===== config.mk =====
export PLATFORM = sky130hd
export DESIGN_NAME = hilo_issue_ctrl
export DESIGN_NICKNAME = d
export VERILOG_FILES = /design/src/rtl/hilo_issue_ctrl.sv
export SDC_FILE = /design/constraint.sdc
export NUM_CORES = 1
export LEC_CHECK = 0
export ABC_AREA = 1
export CORE_ASPECT_RATIO = 0.9
export CORE_UTILIZATION = 35
export CTS_BUF_LIST = sky130_fd_sc_hd__clkbuf_4 sky130_fd_sc_hd__clkbuf_8
export DETAILED_ROUTE_END_ITERATION = 8
export DONT_BUFFER_PORTS = 1
export GPL_ROUTABILITY_DRIVEN = 0
export PLACE_DENSITY = 0.47
export RECOVER_POWER = 50
export SLEW_MARGIN = 20
export SYNTH_ARGS = -nofsm -noshare
export SYNTH_HDL_FRONTEND = slang
export SYNTH_SLANG_ARGS = --single-unit

===== constraint.sdc =====
create_clock -name clk -period 1.6 [get_ports clk]
set_input_delay 0.24 -clock clk [delete_from_list [all_inputs] [get_ports clk]]
set_output_delay 0.24 -clock clk [all_outputs]
set_load 0.02 [all_outputs]

===== src/rtl/hilo_issue_ctrl.sv =====
// HI/LO issue controller: issues MULT/DIV work to the multiply/divide unit, captures its result into HI/LO.
// Defining HILO_TIMEOUT_EN adds a watchdog on the unit's busy handshake (sticky timeout_err).
module hilo_issue_ctrl #(
    parameter int DATA_W         = 32,
    parameter int TIMEOUT_CYCLES = 255
) (
    input  logic                clk,
    input  logic                rst_n,
    input  logic                req_valid,
    output logic                req_ready,
    input  logic [2:0]          req_op,
    input  logic [DATA_W-1:0]   rs_val,
    input  logic [DATA_W-1:0]   rt_val,
    output logic [DATA_W-1:0]   rd_data,
    output logic                rd_valid,
    output logic                enable,
    output logic [DATA_W-1:0]   value_1,
    output logic [DATA_W-1:0]   value_2,
    output logic [1:0]          operation,
    input  logic [2*DATA_W-1:0] out,
    input  logic                in_operation,
    output logic                timeout_err
);

    typedef enum logic [1:0] {
        IDLE,
        WAIT_START,
        BUSY,
        CAPTURE
    } state_t;

    state_t            state;
    state_t            state_nxt;
    logic [DATA_W-1:0] hi;
    logic [DATA_W-1:0] lo;
    logic              accept;
    logic              is_arith;
    logic              timeout_hit;

    assign req_ready = (state == IDLE) && rst_n;
    assign accept    = req_valid && req_ready;
    assign is_arith  = ~req_op[2];

`ifdef HILO_TIMEOUT_EN
    localparam int CNT_W = ($clog2(TIMEOUT_CYCLES + 1) > 8) ? $clog2(TIMEOUT_CYCLES + 1) : 8;

    logic [CNT_W-1:0] wait_cnt;
    logic             waiting;

    assign waiting     = (state == WAIT_START) || (state == BUSY);
    assign timeout_hit = waiting && (wait_cnt == CNT_W'(TIMEOUT_CYCLES - 1));

    // A result arriving on the last allowed cycle still wins over the timeout.
    always_ff @(posedge clk or negedge rst_n) begin
        if (!rst_n) begin
            wait_cnt    <= '0;
            timeout_err <= 1'b0;
        end else begin
            wait_cnt <= waiting ? wait_cnt + CNT_W'(1) : '0;
            if (timeout_hit && (state_nxt == IDLE)) begin
                timeout_err <= 1'b1;
            end
        end
    end
`else
    logic unused_timeout_cfg;

    assign unused_timeout_cfg = ^TIMEOUT_CYCLES;
    assign timeout_hit        = 1'b0;
    assign timeout_err        = 1'b0;
`endif

    always_ff @(posedge clk or negedge rst_n) begin
        if (!rst_n) begin
            state <= IDLE;
        end else begin
            state <= state_nxt;
        end
    end

    always_comb begin
        state_nxt = state;
        unique case (state)
            IDLE: begin
                if (accept && is_arith) begin
                    state_nxt = WAIT_START;
                end
            end
            WAIT_START: begin
                if (timeout_hit) begin
                    state_nxt = IDLE;
                end else if (in_operation) begin
                    state_nxt = BUSY;
                end
            end
            BUSY: begin
                if (!in_operation) begin
                    state_nxt = CAPTURE;
                end else if (timeout_hit) begin
                    state_nxt = IDLE;
                end
            end
            CAPTURE: begin
                state_nxt = IDLE;
            end
            default: begin
                state_nxt = IDLE;
            end
        endcase
    end

    // Requests are only accepted in IDLE, so HI/LO writes from MTHI/MTLO never collide with CAPTURE.
    always_ff @(posedge clk or negedge rst_n) begin
        if (!rst_n) begin
            hi        <= '0;
            lo        <= '0;
            enable    <= 1'b0;
            value_1   <= '0;
            value_2   <= '0;
            operation <= '0;
            rd_data   <= '0;
            rd_valid  <= 1'b0;
        end else begin
            enable   <= accept && is_arith;
            rd_valid <= accept && (req_op[2:1] == 2'b11);
            if (accept) begin
                case (req_op)
                    3'd4: hi      <= rs_val;
                    3'd5: lo      <= rs_val;
                    3'd6: rd_data <= hi;
                    3'd7: rd_data <= lo;
                    default: begin
                        value_1   <= rs_val;
                        value_2   <= rt_val;
                        operation <= req_op[1:0];
                    end
                endcase
            end
            if (state == CAPTURE) begin
                hi <= out[2*DATA_W-1:DATA_W];
                lo <= out[DATA_W-1:0];
            end
        end
    end

endmodule

# == After elaboration in Yosys (flattened, before gate mapping) ==
# Index checks and enable logic that the tools add are counted.
# classes
eq_ne,11
reduce_logical,15
bitwise_logic,2
n_mux,11
# ops
cell,n
$mux W32,6
$pmux W32 S2,1
$eq A3 B3 Y1 const B,4
$pmux W2 S4,1
$reduce_and A2 Y1,4
$reduce_bool A2 Y1,4
$eq A2 B2 Y1 const B,3
$mux W2,3
$logic_and A1 B1 Y1,4
$ne A2 B2 Y1 const B,2
$reduce_or A4 Y1,1
$reduce_and A3 Y1,1
$eq A2 B1 Y1 const B,1
$logic_not A2 Y1,1
$ne A2 B1 Y1 const B,1
$not A1 Y1,2
# totals
out_inout_bits,102
ff_bits,166

# == Longest topological paths before layout ==
# depth
depth_word,6
depth_mapped,8

# == Worst setup path after synthesis ==
# Ideal clock, no wire load.
# synth_timing
kind,register to register
startpoint,register state[0]
endpoint,register lo[27]
t_required_ns,1.479
period_less_slack_ns,1.462
path_buffers,1
setup_slack_ns,0.138
setup_time_ns,0.121
path_stages_with_launch,9
arrival_time_ns,1.341
path_cell_list,dfrtp_1 > inv_1 > ha_1 > nand3_2 > nand2_4 > nand2_4 > buf_6 > nand2_1 > o21ai_2
# synth_between
elab_chain_len,5
# synth_lines
item,line,rtl
from (decl),32,state_t state;
from (signal assigned),77,state <= state_nxt;
$logic_not A2 Y1,40,assign req_ready = (state == IDLE) && rst_n;
$logic_and A1 B1 Y1,40,
$logic_and A1 B1 Y1,41,assign accept = req_valid && req_ready;
$reduce_bool A2 Y1 (no line),--,
$reduce_and A2 Y1 (no line),--,
to (signal assigned),129,3'd5: lo <= rs_val;
to (signal assigned),141,lo <= out[DATA_W-1:0];
to (decl),35,logic [DATA_W-1:0] lo;
# Several ways; a longest one is shown, not always the timed one.
# A chain may end at the register's enable or synchronous reset.

# == Worst setup path after layout ==
# layout_timing
startpoint,register state[0]
endpoint,output req_ready
# layout_between
elab_chain_len,2
# layout_lines
item,line,rtl
$logic_not A2 Y1,40,
$logic_and A1 B1 Y1,40,
to (decl),10,"output logic req_ready,"
# No other way between the ends.

==> metrics.md <==
| Metric | Value |
|---|---|
| Nets | `between 1000 and 1500` |
| Post-layout minimum cycle time | `~1600 ps` |
| Worst Setup EP | `req_ready` |
| H-tree levels | `4` |
| CTS Buf Count | `17` |
| GRT Util Overall | `19.4%` |
| Fin Clk Skew | `about 14 ps` |
| Data arrival time of the critical path | `around 1300 ps` |
| Worst R2R Path Depth | `6` |
| Dpl hpwl | `around 14000 um` |
| CP peak stage delay | `approximately 400 ps` |
| CTS tree | `built` |
| Layout cell share with drive strength beyond 1 | `9.76%` |
| Switching share of power | `approximately 43%` |
| Ports | `between 200 and 250` |
| Detailed-route via count | `around 6200` |
| DR WL/cell | `16.1 um` |
| Synthesized Nets | `roughly 1100` |
| Vias in the first global route | `6063` |
| First-pass DRT Iterations | `5` |
| Final hold vios | `roughly 170` |
| # clock sinks | `166` |
| Largest net degree at the start of global routing | `between 150 and 200` |
| Die Footprint | `22400 sq um` |
| Initial antenna violation count | `1` |
| Failing checks | `negative hold slack` |
| Fin Setup TNS | `0 ps` |
| Sequential cell area fraction in the yosys report | `54.4%` |
| Required @ worst endpoint | `1360 ps` |
| Switching Power | `0.00735 W` |
| Clk slew on worst S/H paths | `roughly 100 ps` |
| Run status | `complete, but fails checks` |
| Share of total power in sequential cells | `between 50% and 60%` |
| Peak Freq | `between 600 and 700 MHz` |
| Leak | `around 4.7 nW` |
| Most common cell after layout, fill and taps aside | `nand2_1` |
| Initial Util | `a little over a third` |
| Maximum vdd ir drop | `approximately 0.74 mV` |
| Die height | `roughly 140 um` |
| CTS Buffer Depth | `2` |
| Pint | `approximately 0.0096 W` |
| DRC violations left | `0` |
| CP Launch Point | `state[0]` |
| Startpoint types | `flop` |
| Post-DR vias/cell | `~4.7` |
| Placed Area | `about 8000 sq um` |
| Commonest non-fill, non-tap cells in the layout | `nand2_1, dfrtp_1, dlygate4sd3_1` |
| Cells after Synth | `around 940` |
| Pre-CTS WS | `roughly 32 ps` |
| Core area | `~21000 sq um` |
| Seq. cell area | `4150 sq um` |
| Yosys warns | `0` |
| RSZ-0062 raised after global routing | `true` |
| Core Util, Final | `between 40% and 50%` |
| Final setup margin | `about 45 ps` |
| Worst reg2reg setup slack | `90 ps` |
| Final instance area | `around 9400 sq um` |
| Combinational share of power | `between 20% and 30%` |
| GRT overflow | `0` |
| Synth Cell Area | `about 7600 sq um` |
| CP cell instances | `inv_2 -> ha_4 -> nand2_1 -> inv_2` |
| Final setup violation count | `0` |
| First-pass GRT wire length | `~33000 um` |
| Max-cap violations | `0` |
| Area added between synthesis and finish | `23.4%` |
| Hold crit path type | `in -> async` |
| Max-slew violation count | `0` |
| Root Buffer | `clkbuf_8` |
| Crit Path Category | `reg -> out` |
| Cell variety after synth | `25` |
| Fillers | `around 2100` |
| Max stage delay cell, worst path | `dfrtp_1` |
| Worst r2r src | `state[1]` |
| Row cnt | `50` |
| Multi-input gate area | `2900 sq um` |
| Routed wire length | `approximately 21000 um` |
| Pwr Density | `between 1500 and 2000 nW/um^2` |
| Mean post-synth cell area | `8.14 sq um` |
| Clk pwr share | `a little under a fifth` |
| Final Hold Slack | `-524 ps` |
| Iteration-0 DRC Markers | `approximately 320` |
| Worst-path fanout max | `5` |
| Die Span X | `158 um` |
| ANT nets after route | `0` |
| Post-CTS Setup Inserts | `0` |
| Most used cell, CP | `inv_2` |
| Crit. End Element | `output port` |
| Reg2reg end | `hi[15]` |
| Fin crit share | `between 90% and 100%` |
| PortBufs | `0` |
| #FFs+latches synth | `~170` |
| Worst-Skew Late Latency | `~460 ps` |
[cells in the mapped netlist]
cell      number  area share [%]
nand2_1      332              16
dfrtp_1      166              54
o21ai_0       95             6.2
inv_1         72             3.5
nor2_1        64             3.1
o21ai_1       39             2.6
nand3_1       36             2.4
a21oi_1       33             2.2
buf_2         28             1.8
o21ai_2       27             3.1
clkbuf_1      16            0.79
buf_6          9             1.3
ha_1           4            0.66
buf_1          2           0.098
buf_4          2            0.20
clkbuf_2       2            0.13
nand2_4        2            0.29
nand3_2        2            0.26
conb_1         1           0.049
inv_2          1           0.049
nand2_2        1           0.082
nand4_1        1           0.082
nor2_4         1            0.15
o211ai_1       1           0.098
or2_2          1           0.082
[registers in the layout, indices dropped and copies added (netlist names)]
signal / count
operation: 2
state: 2
lo: 32
rd_valid: 1
value_2: 32
value_1: 32
rd_data: 32
enable: 1
hi: 32
[worst max-delay path: cells and delay by family (launching register included)]
family | cells | cell delay [ps]
and+or+nand+nor | 1 | 70
buffers and inverters | 2 | 220
adders and majority gates | 1 | 170
DFF | 1 | 400
[power groups by stage]
| stage | logic, W | registers [W] | clock network [W] |
|---|---|---|---|
| 5_1_grt | 0.00564 | 0.00912 | 0.00347 |
| 4_1_cts | 0.00491 | 0.00887 | 0.00328 |
| 3_5_place_dp | 0.00470 | 0.00892 | 0 |
| 3_3_place_gp | 0.00456 | 0.00896 | 0 |
| 2_1_floorplan | 0.00364 | 0.00849 | 0 |
| 6_report | 0.00489 | 0.00885 | 0.00317 |
[kinds of logic after synthesis]
group	synth area share [%]
AND/OR/NAND/NOR	22.8
AO/OA/AOI/OAI	14.1
flip-flops	54.4
buffers and inverters	7.96
adder cells (fa/ha/maj)	0.656
other	0.0491
[cell type report]
type | count | share of cell area (%)
multi-input combinational | 640 | 30.8
timing repair buffer | 125 | 14.1
tap | 286 | 3.80
clock buffer | 17 | 2.48
antenna | 1 | 0.0266
inverter | 73 | 2.91
clock inverter | 14 | 1.81
sequential | 166 | 44.1
[routing by layer]
layer  up-vias  track usage [%]  wire [um]
met5         -                0          0
met2       200             29.1       9310
met4         0             5.77        244
met1      2849             26.4      10000
met3        18             6.30       1650
li1       3131                -          -
[stage by stage]
step	power, W	std cells
after floorplan	0.0121	938
after global placement	0.0135	1194
after detailed placement	0.0136	1194
after CTS	0.0171	1320
after global routing	0.0182	1322
final	0.0169	1322
[what timing repair did]
action,CTS,global route
gates resized for setup,4,7
setup endpoints to repair,4,30
hold endpoints to repair,262,167
hold buffers,95,1
[worst min-delay path by stage]
stage | start | end | slack [ps] | cells after the start
after CTS | rst_n | value_1[7] | -570 | 0
after floorplan | rst_n | enable | -60 | 0
after global routing | rst_n | rd_data[15] | -570 | 0
after detailed placement | rst_n | lo[15] | -50 | 0
final | rst_n | lo[15] | -520 | 0
after global placement | rst_n | rd_data[16] | -50 | 0
(Power assumes the default switching activity.)
